===== src/rtl/decoder_sweep_pkg.sv =====
// Shared types and helpers for the decoder sweep sequencer.
package decoder_sweep_pkg;

   typedef enum logic [1:0] {
      IDLE = 2'd0,
      RUN  = 2'd1,
      DONE = 2'd2
   } state_t;

   localparam int NUM_STEPS = 16;
   localparam int STEP_W    = 4;

   // Steps 0..7 run with the decoder enabled, 8..15 with it disabled.
   function automatic logic [3:0] step_to_code(input logic [STEP_W-1:0] step);
      return {~step[3], step[2:0]};
   endfunction

endpackage


===== src/rtl/sweep_hold_counter.sv =====
// Hold-time counter: counts held cycles of one code and flags the sampling cycle.
module sweep_hold_counter #(
   parameter int HOLD_CYCLES = 10,
   parameter int CNT_W       = $clog2(HOLD_CYCLES)
) (
   input  logic clk,
   input  logic rst,
   input  logic clr,
   input  logic en,
   output logic term
);

   logic [CNT_W-1:0] r_cnt;
   logic             w_at_end;

   assign w_at_end = (r_cnt == CNT_W'(HOLD_CYCLES - 1));
   assign term     = w_at_end & en;

   always_ff @(posedge clk or posedge rst) begin
      if (rst) begin
         r_cnt <= '0;
      end else if (clr) begin
         r_cnt <= '0;
      end else if (en) begin
         r_cnt <= w_at_end ? '0 : r_cnt + CNT_W'(1);
      end
   end

endmodule


===== src/rtl/decoder_sweep_sequencer.sv =====
// Drives all 16 decoder input codes in turn and captures f1..f3 into truth-table vectors.
// state | meaning
// IDLE  | outputs parked at zero, waiting for start
// RUN   | holding the current code, sampling on the last hold cycle
// DONE  | sweep complete, truth tables valid until the next start
module decoder_sweep_sequencer #(
   parameter int HOLD_CYCLES = 10
) (
   input  logic        clk,
   input  logic        rst,
   input  logic        start,
   input  logic        pause,
   input  logic        abort,
   input  logic        f1,
   input  logic        f2,
   input  logic        f3,
   output logic        e,
   output logic        a,
   output logic        b,
   output logic        c,
   output logic        busy,
   output logic        done,
   output logic [15:0] tt_f1,
   output logic [15:0] tt_f2,
   output logic [15:0] tt_f3
);
   import decoder_sweep_pkg::*;

   localparam int CNT_W = $clog2(HOLD_CYCLES);

   state_t                r_state, w_state_nxt;
   logic [STEP_W-1:0]     r_step, w_step_nxt;
   logic [3:0]            r_code, w_code_nxt;
   logic [NUM_STEPS-1:0]  r_tt_f1, r_tt_f2, r_tt_f3;
   logic                  w_start_ok, w_cnt_en, w_cnt_clr, w_term;

   // abort beats both start and pause
   assign w_start_ok = start & ~abort & (r_state != RUN);
   assign w_cnt_en   = (r_state == RUN) & ~pause & ~abort;
   assign w_cnt_clr  = abort | w_start_ok;

   sweep_hold_counter #(
      .HOLD_CYCLES (HOLD_CYCLES),
      .CNT_W       (CNT_W)
   ) u_hold (
      .clk  (clk),
      .rst  (rst),
      .clr  (w_cnt_clr),
      .en   (w_cnt_en),
      .term (w_term)
   );

   always_comb begin
      w_state_nxt = r_state;
      w_step_nxt  = r_step;
      if (abort) begin
         w_state_nxt = IDLE;
         w_step_nxt  = '0;
      end else if (w_start_ok) begin
         w_state_nxt = RUN;
         w_step_nxt  = '0;
      end else if (w_term) begin
         if (r_step == STEP_W'(NUM_STEPS - 1)) begin
            w_state_nxt = DONE;
            w_step_nxt  = '0;
         end else begin
            w_step_nxt = r_step + STEP_W'(1);
         end
      end
      w_code_nxt = (w_state_nxt == RUN) ? step_to_code(w_step_nxt) : 4'b0000;
   end

   always_ff @(posedge clk or posedge rst) begin
      if (rst) begin
         r_state <= IDLE;
         r_step  <= '0;
         r_code  <= '0;
      end else begin
         r_state <= w_state_nxt;
         r_step  <= w_step_nxt;
         r_code  <= w_code_nxt;
      end
   end

   always_ff @(posedge clk or posedge rst) begin
      if (rst) begin
         r_tt_f1 <= '0;
         r_tt_f2 <= '0;
         r_tt_f3 <= '0;
      end else if (w_start_ok) begin
         r_tt_f1 <= '0;
         r_tt_f2 <= '0;
         r_tt_f3 <= '0;
      end else if (w_term) begin
         r_tt_f1[r_step] <= f1;
         r_tt_f2[r_step] <= f2;
         r_tt_f3[r_step] <= f3;
      end
   end

   assign e     = r_code[3];
   assign a     = r_code[2];
   assign b     = r_code[1];
   assign c     = r_code[0];
   assign busy  = (r_state == RUN);
   assign done  = (r_state == DONE);
   assign tt_f1 = r_tt_f1;
   assign tt_f2 = r_tt_f2;
   assign tt_f3 = r_tt_f3;

endmodule

===== config.mk =====
export PLATFORM = sky130hd
export DESIGN_NAME = decoder_sweep_sequencer
export DESIGN_NICKNAME = d
export VERILOG_FILES = /design/src/rtl/decoder_sweep_pkg.sv /design/src/rtl/sweep_hold_counter.sv /design/src/rtl/decoder_sweep_sequencer.sv
export SDC_FILE = /design/constraint.sdc
export NUM_CORES = 1
export LEC_CHECK = 0
export CAP_MARGIN = 15
export CORE_MARGIN = 4
export CORE_UTILIZATION = 47
export DETAILED_ROUTE_END_ITERATION = 12
export PLACE_DENSITY = 0.83
export SKIP_CTS_REPAIR_TIMING = 1
export SLEW_MARGIN = 20
export SYNTH_ARGS = -nofsm -noshare
export SYNTH_HDL_FRONTEND = slang
export SYNTH_SLANG_ARGS = --single-unit

===== constraint.sdc =====
create_clock -name clk -period 3.6 [get_ports clk]
set_clock_uncertainty 0.15 [all_clocks]
set_input_delay 0.36 -clock clk [delete_from_list [all_inputs] [get_ports clk]]
set_output_delay 0.36 -clock clk [all_outputs]
set_load 0.01 [all_outputs]

Yosys cells after proc, flatten, opt, wreduce, memory -nomap -nowiden. Cells that the tools add are included.

Mux-type cells: 23. Equal/unequal tests: 6. Bitwise operators: 9. Reductions and logical operators: 3. $lt $le $gt $ge: 2. Add/subtract/negate cells: 2.

Operator list (count): $mux 16 (6); $bwmux 16 (3); $mux 4 (8); $add 4x1->4 const B (2); $eq 4x4->1 const B (2); $mux 2 (4); $and 1x1->1 (5); $lt 4x5->1 const B (1); $demux 1 s4 (1); $eq 2x1->1 const B (2); $ge 4x1->1 const B (1); $reduce_bool 2->1 (2); $not 1->1 (3); $eq 2x2->1 const B (1); $ne 2x1->1 const B (1); $logic_and 1x1->1 (1); $mux 1 (1); $or 1x1->1 (1).

Flip-flop bits (word level): 62. Logic and storage cells: 52.

Logic depth before layout (Yosys ltp). Gate-level depths: netlist of run 1.

Depth in word-level cells: 9. Depth in mapped cells: 6. Gate-level depth less buffers: 5.

Cells and area by module. Synthesis of run 1 repeated with hierarchy kept, for this count alone.

Cells, all modules: 243. Area, all modules: 2824.0 um^2.

Modules (own cells, without submodules): decoder_sweep_sequencer (area an instance 2580.0 um^2, cells each 216, seq. area each 1451.4 um^2, times used 1); sweep_hold_counter (area an instance 244.0 um^2, cells each 27, seq. area each 100.1 um^2, times used 1).

Least setup slack after synthesis of run 1. No wires, ideal clock.

Path type: in2reg. Start: input abort. End: register r_tt_f2[10], in the netlist tt_f2[10]. Path buffers: 2. Stages: 6. Setup slack: 1.797 ns. Data arrival time: 1.522 ns. Required time: 3.319 ns. Library setup time: 0.131 ns. Path through: buf_2 -> nor4b_4 -> buf_4 -> nand4_1 -> nand3_1 -> o21ai_0.

Longest elaborated chain between the ends: 4.

RTL lines: from (decl) (RTL line decoder_sweep_sequencer.sv:13) `input logic abort,`; $not 1->1 * (RTL line decoder_sweep_sequencer.sv:38, decoder_sweep_sequencer.sv:39); $and 1x1->1 (on tied branches) (RTL line decoder_sweep_sequencer.sv:38, decoder_sweep_sequencer.sv:39); $and 1x1->1 (on tied branches) (RTL line decoder_sweep_sequencer.sv:38, sweep_hold_counter.sv:17); $mux 16 / $reduce_bool 2->1 (equally long branches); to (signal assigned) (RTL line decoder_sweep_sequencer.sv:88) `r_tt_f2 <= '0;`; to (signal assigned) (RTL line decoder_sweep_sequencer.sv:92) `r_tt_f2 <= '0;`; to (signal, indexed assignment) (RTL line decoder_sweep_sequencer.sv:96) `r_tt_f2[r_step] <= f2;`; to (decl) (RTL line decoder_sweep_sequencer.sv:34) `logic [NUM_STEPS-1:0] r_tt_f1, r_tt_f2, r_tt_f3;`.

Mark *: on every way between the ends. The rest lies on a longest branch, timed or not. A chain may end at the register's enable or synchronous reset.

Final worst setup path of run 1.
Start: register r_state[1]. End: output busy.

Longest elaborated chain between the ends: 1.

RTL lines: from (decl) (RTL line decoder_sweep_sequencer.sv:31) `state_t r_state, w_state_nxt;`; from (signal assigned) (RTL line decoder_sweep_sequencer.sv:79) `r_state <= w_state_nxt;`; $eq 2x1->1 (RTL line decoder_sweep_sequencer.sv:105) `assign busy = (r_state == RUN);`; to (decl) (RTL line decoder_sweep_sequencer.sv:21) `output logic busy,`.

No other way between the ends.

==> results of run 1 <==
[worst register-to-register path, cell delays in order (launching register included)]
cell and delay (ns):
dfrtp_1 0.47, nand2b_1 0.26, nand3b_1 0.49, nand2_1 0.46
mux2i_1 0.14
[routing by layer]
| layer | track usage | up-vias |
|---|---|---|
| met5 | 0 | - |
| met4 | 0.102 | 0 |
| met3 | 0.0383 | 8 |
| met2 | 0.295 | 51 |
| met1 | 0.238 | 1065 |
| li1 | - | 1020 |
[sequential cells by signal, summed over array words and instances, names as in the netlist]
register	count
tt_f1	16
tt_f2	16
tt_f3	16
r_code	4
r_step	4
u_hold.r_cnt	4
r_state	2
[per-stage QoR]
stage	std cells	worst slack, ns	utilization	cell area (um^2)	hold slack (ns)
floorplan	254	1.55	-	2770	0.376
global placement	379	1.16	0.616	3460	0.344
detailed placement	379	1.09	0.616	3460	0.350
CTS	395	1.41	0.658	3690	0.365
global route	395	1.29	0.658	3690	0.381
finish	395	1.42	0.658	3690	0.360
[cell usage after synthesis (2+ instances only)]
library cell | instances | share of area
a22o_1 | 2 | 0.0063
nand4_1 | 9 | 0.020
dfrtp_1 | 62 | 0.56
nand2b_1 | 3 | 0.0068
nand3_1 | 17 | 0.031
clkbuf_1 | 7 | 0.0095
nor2b_1 | 4 | 0.0090
ha_1 | 4 | 0.018
o21ai_1 | 10 | 0.018
a21oi_1 | 5 | 0.0090
and3_1 | 4 | 0.0090
nor2_1 | 34 | 0.046
mux2i_1 | 35 | 0.13
nand2_1 | 19 | 0.026
nand4_2 | 4 | 0.018
inv_1 | 5 | 0.0068
o21ai_0 | 7 | 0.013
buf_2 | 5 | 0.0090
[layout make-up]
type	count	area share
clock buffer	13	0.0458
clock inverter	3	0.0176
inverter	5	0.00509
multi-input combinational	174	0.311
sequential	62	0.420
tap	72	0.0244
timing repair buffer	66	0.176
[report_power, final]
group / internal, mW / switching, mW
clock network: 0.446 / 0.260
registers: 0.699 / 0.00278
logic: 0.0218 / 0.0484
[worst min-delay path by stage]
stage	depth (start not counted)	slack, ns	end	from
finish	2	0.36	tt_f1[3]	tt_f1[3]
global placement	2	0.34	tt_f1[3]	tt_f1[3]
floorplan	1	0.38	u_hold.r_cnt[3]	u_hold.r_cnt[3]
global route	2	0.38	tt_f1[3]	tt_f1[3]
detailed placement	2	0.35	tt_f1[3]	tt_f1[3]
CTS	2	0.36	tt_f1[3]	tt_f1[3]
[cell usage in the layout, fill, tap and decap left out, types with 2 or more instances in the layout]
cell type | netlist | routed
a22o_1 | 2 | 2
mux2i_1 | 35 | 35
clkdlybuf4s50_1 | 0 | 61
nor2_1 | 34 | 34
nor2b_1 | 4 | 4
nand4_2 | 4 | 4
buf_4 | 1 | 5
nand2b_1 | 3 | 3
and3_1 | 4 | 4
ha_1 | 4 | 4
a21oi_1 | 5 | 5
nand2_1 | 19 | 19
clkbuf_8 | 0 | 12
inv_1 | 5 | 4
o21ai_1 | 10 | 10
dfrtp_1 | 62 | 62
nand3_1 | 17 | 17
nand4_1 | 9 | 9
o21ai_0 | 7 | 7
bufinv_16 | 0 | 2
[cells by family (layout without fill, tap and decap cells)]
group / Yosys count / in the layout / share of synthesized area
AOI/OAI and AO/OA: 29 / 29 / 0.0610
xor gates and xnor gates: 1 / 1 / 0.00316
adders and majority gates: 4 / 4 / 0.0181
buffers and inverters: 18 / 87 / 0.0280
DFF: 62 / 62 / 0.560
muxes: 36 / 36 / 0.131
and+or+nand+nor: 104 / 104 / 0.199
==> results.sh, run 1 <==
export IMPL_ys_flop_type="dfrtp_1"
export IMPL_insertedDiodeCount=0
export IMPL_drc_errors=0
export IMPL_timing_final_hold_violations=0
export IMPL_synthesis_area_um2=2770
export IMPL_nFillCells=466
export IMPL_drt_iter0_markers=223
export IMPL_critPathMaxStageDelay_ns=0.53
export IMPL_worst_ep_required_time_ns=3.09
export IMPL_reg2regPathDepth=4
export IMPL_netlist_instances=254
export IMPL_slew_viol_final=0
export IMPL_critPathBufInv=2
export IMPL_wl_per_cell_um=15.7
export IMPL_peakVddDrop_mv=0.257
export IMPL_io_buffers=61
export IMPL_hold_class="reg -> reg"
export IMPL_topRoutingLayerUsed="met4"
export IMPL_ff_latch_area_um2=1550
export IMPL_die_x_um=84.8
export IMPL_path_class="reg -> out"
export IMPL_vias_per_cell=5.43
export IMPL_cap_violations=0
export IMPL_postSynth_asyncResetShare=1.00
export IMPL_cp_slowest_cell="clkdlybuf4s50_1"
export IMPL_wirelength_mm=6.21
export IMPL_clock_sinks=62
export IMPL_r2r_end="tt_f3[8]"
export IMPL_path_delay_family="buffers and inverters"
export IMPL_syn_nets=266
export IMPL_cts_tree="yes"
export IMPL_cp_depth=3
export IMPL_rows=27
export IMPL_routed_via_count=2144
export IMPL_p_per_area_nw_per_um2=401
export IMPL_total_power_mw=1.48
export IMPL_final_min_clock_period_ns=2.18
export IMPL_io_pins=62
export IMPL_path_cells="nand2b_1, inv_1, clkdlybuf4s50_1"
export IMPL_grt_max_degree=63
export IMPL_finalNetCount=330
export IMPL_dieArea_um2=7190
export IMPL_grt_ovfl_total=0
export IMPL_power_leakage_nw=1.88
export IMPL_rsz0062_at_grt="no"
export IMPL_r2r_start="r_state[1]"
export IMPL_firstDrtPassIters=4
export IMPL_fmax_mhz=460
export IMPL_ys_ff_latch=62
export IMPL_core_um2=5610
export IMPL_setup_violations_final=0
export IMPL_drt_met1_wl_mm=2.84
export IMPL_area_growth_pct=33.2
export IMPL_htree_levels=3
export IMPL_track_usage=0.186
export IMPL_critPathMaxFanout=6
export IMPL_die_h_um=84.8
export IMPL_cts_buffers=9
export IMPL_regToRegSetupSlack_ns=1.50
export IMPL_drive_above_1_share=0.0991
export IMPL_cts_buffer_depth=2
export IMPL_clockRootBuffer="clkbuf_8"
export IMPL_tns_ns=0
export IMPL_wl_met2_mm=3.02
export IMPL_yosysSeqAreaShare=0.560
export IMPL_gp_congestion=0.823
export IMPL_yosysUniqueCellTypes=36
export IMPL_critical_path_arrival_ns=1.67
export IMPL_first_global_vias=2183
export IMPL_synth_warnings=0
export IMPL_multiInputGateArea_um2=1150
export IMPL_fin_crit_sh=0.604
export IMPL_initial_core_util=0.494
export IMPL_antenna_found_initial=0
export IMPL_endpoint="busy"
export IMPL_syn_area_per_cell_um2=10.9
export IMPL_wl_met3_um=241
export IMPL_grt_pass1_wl_mm=10.6
export IMPL_clk_pin_slew_ns=0.07
export IMPL_startpoint="r_state[1]"
export IMPL_synth_edff_count=0
export IMPL_clock_latency_ns=0.33
export IMPL_outcome="finished clean"
export IMPL_endpoint_kind="output pin"
export IMPL_startpoint_type="register"
export IMPL_ant_nets=0
export IMPL_hpwl_mm=4.34
export IMPL_worst_slew_pin_slew_ns=0.817
export IMPL_slew_headroom=0.447
Note: power is estimated with default switching activity, not from simulation.
==> inputs of run 2 (changes only) <==
- clock period: 3.6 -> 2.25 ns (I/O delays scaled with it)
==> results.sh, run 2 (synthesis gave the netlist of run 1 again) <==
export IMPL_dieArea_um2=7190
export IMPL_htree_levels=3
export IMPL_clock_sinks=62
export IMPL_cap_violations=0
export IMPL_rsz0062_at_grt="no"
export IMPL_power_leakage_nw=1.89
export IMPL_reg2regPathDepth=5
export IMPL_track_usage=0.191
export IMPL_routed_via_count=2123
export IMPL_io_buffers=61
export IMPL_r2r_start="u_hold.r_cnt[2]"
export IMPL_r2r_end="tt_f2[15]"
export IMPL_clock_latency_ns=0.32
export IMPL_peakVddDrop_mv=0.301
export IMPL_finalNetCount=336
export IMPL_slew_viol_final=0
export IMPL_critPathMaxFanout=6
export IMPL_tns_ns=0
export IMPL_cts_buffers=9
export IMPL_outcome="finished clean"
export IMPL_drive_above_1_share=0.112
export IMPL_nFillCells=455
export IMPL_cts_buffer_depth=2
export IMPL_fin_crit_sh=0.897
export IMPL_fmax_mhz=495
export IMPL_clk_pin_slew_ns=0.07
export IMPL_endpoint_kind="output pin"
export IMPL_initial_core_util=0.494
export IMPL_core_um2=5610
export IMPL_area_growth_pct=33.4
export IMPL_wirelength_mm=6.39
export IMPL_startpoint="r_state[1]"
export IMPL_worst_slew_pin_slew_ns=0.532
export IMPL_antenna_found_initial=0
export IMPL_layout_common_cells="dfrtp_1, clkdlybuf4s50_1, mux2i_1, nor2_1, nand2_1"
export IMPL_p_per_area_nw_per_um2=584
export IMPL_multiInputGateArea_um2=1150
export IMPL_drt_iter0_markers=158
export IMPL_ant_nets=0
export IMPL_firstDrtPassIters=4
export IMPL_hold_class="in -> async"
export IMPL_grt_max_degree=39
export IMPL_final_common_cell="dfrtp_1"
export IMPL_die_h_um=84.8
export IMPL_clockRootBuffer="clkbuf_8"
export IMPL_timing_final_hold_violations=0
export IMPL_rows=27
export IMPL_path_class="reg -> out"
export IMPL_setup_violations_final=0
export IMPL_utilization=0.659
export IMPL_startpoint_type="register"
export IMPL_ff_latch_area_um2=1550
export IMPL_hpwl_mm=4.60
export IMPL_slew_headroom=0.645
export IMPL_final_min_clock_period_ns=2.02
export IMPL_wl_per_cell_um=15.9
export IMPL_drc_errors=0
export IMPL_cts_tree="yes"
export IMPL_die_x_um=84.8
export IMPL_vias_per_cell=5.29
export IMPL_io_pins=62
export IMPL_gp_congestion=0.861
export IMPL_worst_ep_required_time_ns=1.88
export IMPL_regToRegSetupSlack_ns=0.30
export IMPL_total_power_mw=2.16
export IMPL_insertedDiodeCount=0
export IMPL_critical_path_arrival_ns=1.64
export IMPL_endpoint="busy"
export IMPL_first_global_vias=2213
export IMPL_grt_ovfl_total=0
export IMPL_grt_pass1_wl_mm=11.0
[run 2: area by class of cell]
cell class                 count  area share
clock buffer                  11      0.0356
clock inverter                 5      0.0135
inverter                       5     0.00508
multi-input combinational    174       0.311
sequential                    62       0.420
tap                           72      0.0244
timing repair buffer          72       0.191
[run 2: power breakdown]
part           internal, mW  total (mW)  switching (mW)
combinational        0.0438       0.124          0.0806
sequential             1.12        1.12         0.00453
clock                 0.505       0.911           0.407
total                  1.67        2.16           0.492
[run 2: critical path, cell delays in order (launching register included)]
cell             delay, ns
dfrtp_1               0.45
nand2b_1              0.26
inv_1                 0.08
clkdlybuf4s50_1       0.53
[run 2: stage by stage]
stage / std cells / area, um^2 / hold slack, ns / worst slack [ns]
after floorplan: 254 / 2770 / 0.251 / 0.334
after global placement: 385 / 3510 / 0.333 / 0.0538
after detailed placement: 385 / 3510 / 0.341 / 0.0475
after CTS: 401 / 3690 / 0.118 / 0.208
after global routing: 401 / 3690 / 0.162 / 0.147
final: 401 / 3690 / 0.109 / 0.231
[run 2: worst min path at each step]
stage | end | cells past startpoint
detailed placement | tt_f1[3] | 2
finish | tt_f1[8] | 2
CTS | tt_f3[8] | 2
global placement | tt_f1[1] | 2
floorplan | r_state[0] | 2
global route | tt_f1[8] | 2
[run 2: layer usage]
metal	GRT usage	wire length, um	up-vias
met1	0.250	2850	1029
met2	0.306	3170	54
li1	-	-	1030
met5	0	0	-
met4	0.0863	110	0
met3	0.0412	255	10
==> inputs of run 3 (changes only) <==
- CORE_MARGIN: 4 -> unset
==> results.sh, run 3 (synthesis gave the netlist of run 1 again) <==
export IMPL_clock_sinks=62
export IMPL_grt_ovfl_total=0
export IMPL_path_class="reg -> out"
export IMPL_core_um2=5610
export IMPL_power_leakage_nw=1.88
export IMPL_wl_per_cell_um=15.8
export IMPL_nFillCells=456
export IMPL_htree_levels=3
export IMPL_rows=27
export IMPL_grt_max_degree=39
export IMPL_track_usage=0.231
export IMPL_cap_violations=0
export IMPL_clockPowerShare=0.431
export IMPL_first_global_vias=2150
export IMPL_power_frac_seq=0.513
export IMPL_multiInputGateArea_um2=1150
export IMPL_fin_crit_sh=0.904
export IMPL_rsz0062_at_grt="no"
export IMPL_timing_final_hold_violations=0
export IMPL_ant_nets=0
export IMPL_final_common_cell="dfrtp_1"
export IMPL_die_h_um=78.8
export IMPL_cts_buffer_depth=2
export IMPL_clockRootBuffer="clkbuf_8"
export IMPL_finalNetCount=334
export IMPL_switching_share=0.241
export IMPL_slew_headroom=0.636
export IMPL_p_int_mw=1.66
export IMPL_pwr_share_comb=0.056
export IMPL_p_per_area_nw_per_um2=594
export IMPL_endpoint_kind="output pin"
export IMPL_routed_via_count=2156
export IMPL_initial_core_util=0.494
export IMPL_critical_path_arrival_ns=1.66
export IMPL_worst_slew_pin_slew_ns=0.546
export IMPL_io_pins=62
export IMPL_cts_buffers=9
export IMPL_layout_common_cells="dfrtp_1, clkdlybuf4s50_1, mux2i_1, nor2_1, nand2_1"
export IMPL_ff_latch_area_um2=1550
export IMPL_cts_tree="yes"
export IMPL_drive_above_1_share=0.113
export IMPL_hold_class="in -> async"
export IMPL_slew_viol_final=0
export IMPL_outcome="finished clean"
export IMPL_setup_violations_final=0
export IMPL_drc_errors=0
export IMPL_fmax_mhz=492
export IMPL_area_growth_pct=33.1
export IMPL_wirelength_mm=6.30
export IMPL_drt_iter0_markers=216
export IMPL_startpoint_type="register"
export IMPL_firstDrtPassIters=4
export IMPL_critPathMaxFanout=6
export IMPL_clock_latency_ns=0.34
export IMPL_vias_per_cell=5.40
export IMPL_worst_ep_required_time_ns=1.88
export IMPL_die_x_um=78.8
export IMPL_dieArea_um2=6200
export IMPL_tns_ns=0
export IMPL_dp_cells=383
export IMPL_p_sw_uw=527
export IMPL_peakVddDrop_mv=0.456
export IMPL_gp_congestion=0.871
export IMPL_final_min_clock_period_ns=2.03
export IMPL_stdcell_count=399
export IMPL_insertedDiodeCount=0
export IMPL_clk_pin_slew_ns=0.07
export IMPL_hpwl_mm=4.38
export IMPL_grt_pass1_wl_mm=10.8
export IMPL_antenna_found_initial=0
export IMPL_io_buffers=61
-- run 3: stage by stage --
| stage | instance area (um^2) | util | total power [mW] | hold slack, ns | setup WS [ns] |
|---|---|---|---|---|---|
| 3_3_place_gp | 3500 | 0.624 | 1.27 | 0.335 | 0.0692 |
| 5_1_grt | 3690 | 0.658 | 2.28 | 0.134 | 0.122 |
| 3_5_place_dp | 3500 | 0.624 | 1.27 | 0.348 | 0.0528 |
| 2_1_floorplan | 2770 | - | 1.21 | 0.251 | 0.334 |
| 6_report | 3690 | 0.658 | 2.19 | 0.0994 | 0.216 |
| 4_1_cts | 3690 | 0.658 | 2.21 | 0.111 | 0.206 |
-- run 3: critical path: stages (launching register included) --
cell and delay (ns):
dfrtp_1 0.45, nand2b_1 0.26, inv_1 0.08, clkdlybuf4s50_1 0.53
-- run 3: power groups by stage --
stage / Sequential (mW) / Clock (mW) / Combinational (mW)
2_1_floorplan: 1.14 / 0 / 0.0709
3_3_place_gp: 1.14 / 0 / 0.122
3_5_place_dp: 1.14 / 0 / 0.125
4_1_cts: 1.12 / 0.959 / 0.126
5_1_grt: 1.12 / 1.02 / 0.138
6_report: 1.12 / 0.943 / 0.124
-- run 3: worst paths after layout --
kind,start,endpoint,slack [ns],depth (start not counted)
setup / recovery,r_state[1],busy,0.22,3
hold / removal,rst,tt_f3[11],0.1,2
setup reg to reg,r_step[0],r_code[3],0.31,5
hold reg to reg,tt_f1[2],tt_f1[2],0.35,2
max in group asynchronous,rst,u_hold.r_cnt[3],1.26,3
min in group clk,tt_f1[2],tt_f1[2],0.35,2
-- run 3: layout make-up --
cell class              instances  share of cell area
clock inverters                 7              0.0176
inverters                       5             0.00509
flip-flops and latches         62               0.421
repair buffers                 70               0.187
well taps                      72              0.0244
clock buffers                   9              0.0336
multi-input cells             174               0.311
-- run 3: layer usage --
layer | vias to the layer above | share of wire | global-route usage
met1 | 1047 | 0.45 | 0.313
li1 | 1029 | - | -
met5 | - | 0 | 0
met2 | 67 | 0.49 | 0.355
met4 | 0 | 0.025 | 0.117
met3 | 13 | 0.039 | 0.0448
